[config.mk]
export PLATFORM = sky130hd
export DESIGN_NAME = seq_pattern_tx_flat
export DESIGN_NICKNAME = d
export VERILOG_FILES = /design/src/rtl/seq_pkg.sv /design/src/rtl/seq_pattern_tx_if.sv /design/src/rtl/seq_shift_reg.sv /design/src/rtl/seq_pattern_tx.sv /design/src/flat_wrapper.sv
export SDC_FILE = /design/constraint.sdc
export NUM_CORES = 1
export LEC_CHECK = 0
export ABC_AREA = 1
export BUFFER_PORTS_ARGS = -buffer_cell sky130_fd_sc_hd__clkbuf_2
export CORE_AREA = 2 2 66 68
export DETAILED_ROUTE_END_ITERATION = 6
export DIE_AREA = 0 0 68 70
export PLACE_DENSITY = 0.7
export SKIP_CTS_REPAIR_TIMING = 1
export SLEW_MARGIN = 10
export SYNTH_ARGS = -nofsm -noshare
export SYNTH_HDL_FRONTEND = slang
export SYNTH_SLANG_ARGS = --single-unit
[constraint.sdc]
create_clock -name clk -period 5.3 [get_ports clk]
set_input_delay 0.265 -clock clk [delete_from_list [all_inputs] [get_ports clk]]
set_output_delay 0.265 -clock clk [all_outputs]
set_load 0.02 [all_outputs]
[src/rtl/seq_pkg.sv]
// Shared definitions for the 1011 pattern generator and its companion detector.
package seq_pkg;

    typedef enum logic [1:0] {
        ST_IDLE  = 2'd0,
        ST_SHIFT = 2'd1,
        ST_GAP   = 2'd2,
        ST_DONE  = 2'd3
    } tx_state_t;

    localparam logic [3:0] SEQ_PATTERN_1011 = 4'b1011;

    // Detector states are named after the prefix of 1011 matched so far.
    typedef enum logic [2:0] {
        DET_S0    = 3'd0,
        DET_S1    = 3'd1,
        DET_S10   = 3'd2,
        DET_S101  = 3'd3,
        DET_S1011 = 3'd4
    } det_state_t;

endpackage

[src/rtl/seq_pattern_tx_if.sv]
// Control and serial-stream signals of the pattern transmitter.
interface seq_pattern_tx_if #(
    parameter int PAT_W = 4,
    parameter int CNT_W = 8,
    parameter int GAP_W = 4
);
    logic             start;
    logic             abort;
    logic [PAT_W-1:0] pattern_in;
    logic [CNT_W-1:0] repeat_cnt;
    logic [GAP_W-1:0] gap_len;
    logic             out_bit;
    logic             out_valid;
    logic             frame_start;
    logic             busy;
    logic             done;

    modport master (
        output start, abort, pattern_in, repeat_cnt, gap_len,
        input  out_bit, out_valid, frame_start, busy, done
    );

    modport slave (
        input  start, abort, pattern_in, repeat_cnt, gap_len,
        output out_bit, out_valid, frame_start, busy, done
    );
endinterface

[src/rtl/seq_shift_reg.sv]
// Parallel-load, MSB-first shift register; the serial output is registered
// and returns to 0 on any cycle that neither loads nor shifts.
module seq_shift_reg #(
    parameter int W = 4
) (
    input  logic         clk,
    input  logic         reset,
    input  logic         load,
    input  logic         shift,
    input  logic [W-1:0] load_data,
    output logic         ser_out
);
    logic [W-1:0] data_reg;
    logic [W-1:0] load_shifted;
    logic [W-1:0] data_shifted;
    logic         ser_out_reg;

    // The MSB leaves on the load itself, so the register keeps the remainder.
    assign load_shifted[0] = 1'b0;
    assign data_shifted[0] = 1'b0;
    for (genvar gi = 1; gi < W; gi++) begin : g_chain
        assign load_shifted[gi] = load_data[gi-1];
        assign data_shifted[gi] = data_reg[gi-1];
    end

    always_ff @(posedge clk) begin
        if (!reset) begin
            data_reg    <= '0;
            ser_out_reg <= 1'b0;
        end else if (load) begin
            data_reg    <= load_shifted;
            ser_out_reg <= load_data[W-1];
        end else if (shift) begin
            data_reg    <= data_shifted;
            ser_out_reg <= data_reg[W-1];
        end else begin
            ser_out_reg <= 1'b0;
        end
    end

    assign ser_out = ser_out_reg;
endmodule

[src/rtl/seq_pattern_tx.sv]
// Serial pattern transmitter: repeats a latched pattern MSB-first, with an
// optional idle gap between frames, under a start/busy/done handshake.
module seq_pattern_tx
    import seq_pkg::*;
#(
    parameter int PAT_W = 4,
    parameter int CNT_W = 8,
    parameter int GAP_W = 4
) (
    input  logic         clk,
    input  logic         reset,
    seq_pattern_tx_if.slave bus
);
    localparam int IDX_W = (PAT_W > 1) ? $clog2(PAT_W) : 1;
    localparam logic [IDX_W-1:0] IDX_MSB = IDX_W'(PAT_W - 1);

    tx_state_t        state_reg, state_next;
    logic [PAT_W-1:0] pat_reg, pat_next;
    logic [CNT_W-1:0] frames_reg, frames_next;
    logic [GAP_W-1:0] gap_len_reg, gap_len_next;
    logic [GAP_W-1:0] gap_cnt_reg, gap_cnt_next;
    logic [IDX_W-1:0] idx_reg, idx_next;
    logic             out_valid_reg, out_valid_next;
    logic             frame_start_reg, frame_start_next;
    logic             busy_reg, busy_next;
    logic             done_reg, done_next;

    logic             sr_load;
    logic             sr_shift;
    logic [PAT_W-1:0] sr_data;
    logic             sr_out;

    seq_shift_reg #(.W(PAT_W)) u_shift (
        .clk       (clk),
        .reset     (reset),
        .load      (sr_load),
        .shift     (sr_shift),
        .load_data (sr_data),
        .ser_out   (sr_out)
    );

    always_ff @(posedge clk) begin
        if (!reset) begin
            state_reg       <= ST_IDLE;
            pat_reg         <= '0;
            frames_reg      <= '0;
            gap_len_reg     <= '0;
            gap_cnt_reg     <= '0;
            idx_reg         <= '0;
            out_valid_reg   <= 1'b0;
            frame_start_reg <= 1'b0;
            busy_reg        <= 1'b0;
            done_reg        <= 1'b0;
        end else begin
            state_reg       <= state_next;
            pat_reg         <= pat_next;
            frames_reg      <= frames_next;
            gap_len_reg     <= gap_len_next;
            gap_cnt_reg     <= gap_cnt_next;
            idx_reg         <= idx_next;
            out_valid_reg   <= out_valid_next;
            frame_start_reg <= frame_start_next;
            busy_reg        <= busy_next;
            done_reg        <= done_next;
        end
    end

    // frames_reg counts frames still to send after the one on the line,
    // so a full-scale repeat count never needs an extra counter bit.
    always_comb begin
        state_next       = state_reg;
        pat_next         = pat_reg;
        frames_next      = frames_reg;
        gap_len_next     = gap_len_reg;
        gap_cnt_next     = gap_cnt_reg;
        idx_next         = idx_reg;
        out_valid_next   = 1'b0;
        frame_start_next = 1'b0;
        busy_next        = 1'b0;
        done_next        = 1'b0;
        sr_load          = 1'b0;
        sr_shift         = 1'b0;
        sr_data          = pat_reg;

        case (state_reg)
            ST_IDLE: begin
                if (bus.start) begin
                    pat_next     = bus.pattern_in;
                    gap_len_next = bus.gap_len;
                    if (bus.repeat_cnt == '0) begin
                        frames_next = '0;
                        state_next  = ST_DONE;
                        done_next   = 1'b1;
                    end else begin
                        frames_next      = bus.repeat_cnt - CNT_W'(1);
                        idx_next         = IDX_MSB;
                        sr_load          = 1'b1;
                        sr_data          = bus.pattern_in;
                        state_next       = ST_SHIFT;
                        out_valid_next   = 1'b1;
                        frame_start_next = 1'b1;
                        busy_next        = 1'b1;
                    end
                end
            end
            ST_SHIFT: begin
                busy_next = 1'b1;
                if (idx_reg != '0) begin
                    idx_next       = idx_reg - IDX_W'(1);
                    sr_shift       = 1'b1;
                    out_valid_next = 1'b1;
                end else if (frames_reg == '0) begin
                    state_next = ST_DONE;
                    busy_next  = 1'b0;
                    done_next  = 1'b1;
                end else if (gap_len_reg != '0) begin
                    state_next   = ST_GAP;
                    gap_cnt_next = gap_len_reg - GAP_W'(1);
                end else begin
                    frames_next      = frames_reg - CNT_W'(1);
                    idx_next         = IDX_MSB;
                    sr_load          = 1'b1;
                    out_valid_next   = 1'b1;
                    frame_start_next = 1'b1;
                end
            end
            ST_GAP: begin
                busy_next = 1'b1;
                if (gap_cnt_reg == '0) begin
                    frames_next      = frames_reg - CNT_W'(1);
                    idx_next         = IDX_MSB;
                    sr_load          = 1'b1;
                    state_next       = ST_SHIFT;
                    out_valid_next   = 1'b1;
                    frame_start_next = 1'b1;
                end else begin
                    gap_cnt_next = gap_cnt_reg - GAP_W'(1);
                end
            end
            default: begin
                state_next = ST_IDLE;
            end
        endcase

        if (bus.abort && state_reg != ST_IDLE) begin
            state_next       = ST_IDLE;
            out_valid_next   = 1'b0;
            frame_start_next = 1'b0;
            busy_next        = 1'b0;
            done_next        = 1'b0;
            sr_load          = 1'b0;
            sr_shift         = 1'b0;
        end
    end

    assign bus.out_bit     = sr_out;
    assign bus.out_valid   = out_valid_reg;
    assign bus.frame_start = frame_start_reg;
    assign bus.busy        = busy_reg;
    assign bus.done        = done_reg;
endmodule
[src/flat_wrapper.sv]
// flat-port wrapper written by rule: the top's interface ports become plain ports
module seq_pattern_tx_flat import seq_pkg::*;
#(
    parameter int PAT_W = 4,
    parameter int CNT_W = 8,
    parameter int GAP_W = 4
)
  (clk, reset, bus_start, bus_abort, bus_pattern_in, bus_repeat_cnt, bus_gap_len, bus_out_bit, bus_out_valid, bus_frame_start, bus_busy, bus_done);
  seq_pattern_tx_if #(.PAT_W(PAT_W), .CNT_W(CNT_W), .GAP_W(GAP_W)) bus_i ();
  input  logic clk;
  input  logic reset;
  input wire logic [$bits(bus_i.start)-1:0] bus_start;
  input wire logic [$bits(bus_i.abort)-1:0] bus_abort;
  input wire logic [$bits(bus_i.pattern_in)-1:0] bus_pattern_in;
  input wire logic [$bits(bus_i.repeat_cnt)-1:0] bus_repeat_cnt;
  input wire logic [$bits(bus_i.gap_len)-1:0] bus_gap_len;
  output wire logic [$bits(bus_i.out_bit)-1:0] bus_out_bit;
  output wire logic [$bits(bus_i.out_valid)-1:0] bus_out_valid;
  output wire logic [$bits(bus_i.frame_start)-1:0] bus_frame_start;
  output wire logic [$bits(bus_i.busy)-1:0] bus_busy;
  output wire logic [$bits(bus_i.done)-1:0] bus_done;
  assign bus_i.start = bus_start;
  assign bus_i.abort = bus_abort;
  assign bus_i.pattern_in = bus_pattern_in;
  assign bus_i.repeat_cnt = bus_repeat_cnt;
  assign bus_i.gap_len = bus_gap_len;
  assign bus_out_bit = bus_i.out_bit;
  assign bus_out_valid = bus_i.out_valid;
  assign bus_frame_start = bus_i.frame_start;
  assign bus_busy = bus_i.busy;
  assign bus_done = bus_i.done;
  seq_pattern_tx #(.PAT_W(PAT_W), .CNT_W(CNT_W), .GAP_W(GAP_W)) u_core (.clk(clk), .reset(reset), .bus(bus_i));
endmodule
==> impl_metrics.sql <==
INSERT INTO impl_metrics (metric_group, metric, value, unit) VALUES
('floorplanning', 'die_w', '68', 'um'),
('global_routing', 'grt-ovfl-total', '0', ''),
('sta', 'timing_hold_violations_final', '0', ''),
('global_routing', 'grt_antenna_before_repair', '0', ''),
('layout', 'area_delta_synth_final', '12.6', '%'),
('global_routing', 'largest_net_degree_at_the_start_of_global_routing', '27', ''),
('sta', 'fin_crit_sh', '36.7', '%'),
('yosys', 'count_of_different_cell_masters_after_synthesis', '29', ''),
('yosys', 'post_synth_inst_count', '305', ''),
('cts', 'number_of_clock_buffers_inserted_by_tritoncts', '5', ''),
('yosys', 'synth.net_count', '333', ''),
('setup_path', 'worstSetupStartpoint', 'u_core.state_reg[0]$_SDFFE_PP0P_', ''),
('min_path', 'hold_path_class', 'in -> reg', ''),
('setup_path', 'reg2reg_to', 'u_core.u_shift.data_reg[2]$_SDFFE_PN0P_', ''),
('yosys', 'synth_async_sr_flop_share', '0', '%'),
('sta', 'max_slew.worst_pin.slew', '461', 'ps'),
('sta', 'timing.setup.tns', '0', 'ps'),
('cts', 'clkTransAtPathRegs', '60', 'ps'),
('sta', 'final-setup-viol-count', '0', ''),
('power', 'p_per_area', '567', 'nW/um^2'),
('layout', 'seqCellArea', '641', 'um^2'),
('cts', 'ctsHtreeMaxLevel', '2', ''),
('yosys', 'post_synth_most_frequent_cells', 'sky130_fd_sc_hd__nand2_1 (54), sky130_fd_sc_hd__inv_1 (47), sky130_fd_sc_hd__nor2_1 (43)', ''),
('global_routing', 'grt_pass1_vias', '1847', ''),
('yosys', 'synth-main-ff-cell', 'sky130_fd_sc_hd__dfxtp_1', ''),
('layout', 'layout.nets', '360', ''),
('power', 'post-layout-total-power', '1290', 'uW'),
('yosys', 'yosys_warnings', '0', ''),
('yosys', 'yosysTopAreaCell', 'sky130_fd_sc_hd__dfxtp_1', ''),
('setup_path', 'critical_path_at', '2110', 'ps'),
('route', 'routed_wirelength', '4310', 'um'),
('setup_path', 'worst-path-max-fanout', '15', ''),
('cts', 'clk_latency', '280', 'ps'),
('yosys', 'synth_seq_cells', '32', ''),
('cts', 'cts.path.max_buffers', '2', ''),
('floorplanning', 'floorplan.core_area', '4140', 'um^2'),
('route', 'routedWlPerCell', '11.2', 'um'),
('sta', 'final-max-slew-violation-count', '0', ''),
('place', 'hpwlAfterDp', '3420', 'um'),
('setup_path', 'setup.worst_path.start_class', 'flip-flop', ''),
('cts', 'root_buffer', 'sky130_fd_sc_hd__clkbuf_8', ''),
('setup_path', 'timing.rr.start', 'u_core.state_reg[0]$_SDFFE_PP0P_', ''),
('run_status', 'status', 'complete, no violations', ''),
('yosys', 'leading_cell_type_by_number_of_instances_after_synthesis', 'sky130_fd_sc_hd__nand2_1', ''),
('setup_path', 'end_kind', 'flip-flop', ''),
('route', 'detailedRoute.firstPassIterationCount', '4', ''),
('setup_path', 'cp.required', '5470', 'ps'),
('setup_path', 'worst_setup_path_endpoint', 'u_core.u_shift.data_reg[2]$_SDFFE_PN0P_', ''),
('sta', 'relSlewSlack', '69.3', '%'),
('sta', 'grt_setup_unrepaired', 'false', ''),
('power', 'power.leakage', '0.00113', 'uW'),
('layout', 'fillers', '442', ''),
('floorplanning', 'die_height', '70', 'um'),
('power', 'ir_worst_vdd', '271', 'uV'),
('setup_path', 'path_class', 'reg -> reg', ''),
('layout', 'layout-drive-gt1-share', '17.1', '%'),
('floorplanning', 'starting_utilization_of_the_core_area', '48.7', '%'),
('route', 'detail_route.iter0.violations', '130', ''),
('place', 'buffer_ports.inserted', '24', ''),
('route', 'remaining_drcs', '0', ''),
('route', 'route.vias.total', '1917', ''),
('sta', 'max_freq', '514', 'MHz'),
('floorplanning', 'rows', '24', ''),
('route', 'ant_nets', '0', ''),
('yosys', 'synth.yosys.seq_area_share', '31.7', '%'),
('layout', 'multi_input_comb_area', '1160', 'um^2'),
('floorplanning', 'die_area', '4760', 'um^2'),
('yosys', 'synth.cell_area', '2020', 'um^2'),
('yosys', 'netlist_top_cells_area', 'sky130_fd_sc_hd__dfxtp_1 (32%), sky130_fd_sc_hd__nand2_1 (10%), sky130_fd_sc_hd__inv_1 (8.7%)', ''),
('setup_path', 'setup.reg_to_reg.worst_slack', '3360', 'ps'),
('yosys', 'synth-edff-count', '0', '');
==> worst min path at each step <==
stage	from	end	slack, ps	depth (start not counted)
2_1_floorplan	reset	u_core.pat_reg[0]$_SDFFE_PN0P_	400	2
3_3_place_gp	u_core.gap_len_reg[2]$_SDFFE_PN0P_	u_core.gap_len_reg[2]$_SDFFE_PN0P_	460	2
3_5_place_dp	u_core.gap_cnt_reg[0]$_SDFFE_PN0P_	u_core.gap_cnt_reg[0]$_SDFFE_PN0P_	460	2
4_1_cts	bus_pattern_in[3]	u_core.pat_reg[3]$_SDFFE_PN0P_	230	3
5_1_grt	bus_pattern_in[3]	u_core.pat_reg[3]$_SDFFE_PN0P_	240	3
6_report	bus_pattern_in[3]	u_core.pat_reg[3]$_SDFFE_PN0P_	240	3
==> placed cells by master, fill, tap and decap left out, types with 2 or more instances in the layout <==
master	n
sky130_fd_sc_hd__o22ai_1	2
sky130_fd_sc_hd__a21oi_1	19
sky130_fd_sc_hd__nor3_1	2
sky130_fd_sc_hd__inv_2	4
sky130_fd_sc_hd__xor2_1	6
sky130_fd_sc_hd__clkbuf_2	24
sky130_fd_sc_hd__nand4_1	3
sky130_fd_sc_hd__ha_1	8
sky130_fd_sc_hd__nand3_2	2
sky130_fd_sc_hd__nand3_1	15
sky130_fd_sc_hd__o21ai_0	35
sky130_fd_sc_hd__or2_1	2
sky130_fd_sc_hd__nor2_1	43
sky130_fd_sc_hd__xnor2_1	2
sky130_fd_sc_hd__clkbuf_8	6
sky130_fd_sc_hd__inv_1	47
sky130_fd_sc_hd__o21ai_1	4
sky130_fd_sc_hd__clkinv_2	2
sky130_fd_sc_hd__nand2_2	3
sky130_fd_sc_hd__dfxtp_1	32
sky130_fd_sc_hd__nand2_4	3
sky130_fd_sc_hd__nor2_4	3
sky130_fd_sc_hd__nor2_2	6
sky130_fd_sc_hd__nand2_1	54
==> worst max-delay path, cell delays in order, from the launching register on <==
cell	delay (ps)
sky130_fd_sc_hd__dfxtp_1	420
sky130_fd_sc_hd__inv_1	90
sky130_fd_sc_hd__ha_1	230
sky130_fd_sc_hd__nand2_1	350
sky130_fd_sc_hd__inv_1	190
sky130_fd_sc_hd__o21ai_2	160
sky130_fd_sc_hd__nand2_1	90
sky130_fd_sc_hd__nand2_1	70
sky130_fd_sc_hd__nand3_1	80
sky130_fd_sc_hd__nand2_1	110
sky130_fd_sc_hd__a21oi_2	50
==> kinds of logic (layout without fill, tap and decap cells) <==
logic type | after synthesis | in the layout | share of synthesized area, %
flip-flops | 32 | 32 | 31.7
adder cells (fa/ha/maj) | 8 | 8 | 4.96
buffers and inverters | 55 | 83 | 10.6
AO/OA/AOI/OAI | 64 | 64 | 16.7
AND/OR/NAND/NOR | 138 | 138 | 32.5
XOR/XNOR | 8 | 8 | 3.47
==> layout make-up <==
cell class | instances | share of cell area [%]
inverter | 51 | 8.42
tap | 52 | 2.86
clock inverter | 2 | 0.440
sequential | 32 | 28.2
timing repair buffer | 24 | 5.28
multi-input combinational | 218 | 51.2
clock buffer | 6 | 3.63
==> layer usage <==
layer / global-route usage [%] / vias to the layer above / share of wire, % / wire [um]
met1: 24.6 / 855 / 45 / 1920
li1: - / 1025 / - / -
met5: 0 / - / 0 / 0
met4: 8.67 / 0 / 1.3 / 56
met3: 3.86 / 5 / 3.6 / 157
met2: 36.5 / 32 / 50 / 2170
==> per-stage QoR <==
stage	worst slack [ps]	area [um^2]	instances	util, %
floorplan	3600	2020	305	-
global placement	3470	2180	377	52.6
detailed placement	3360	2180	377	52.6
CTS	3340	2270	385	54.9
global route	3120	2270	385	54.9
finish	3360	2270	385	54.9
==> power breakdown <==
group	internal (uW)	switching [uW]	leakage, uW	total [uW]
Clock	103	86.1	0.0000510	189
Sequential	326	49.0	0.000265	375
Combinational	250	476	0.000811	726
Total	679	611	0.00113	1290
Note: power is estimated with default switching activity, not from simulation.
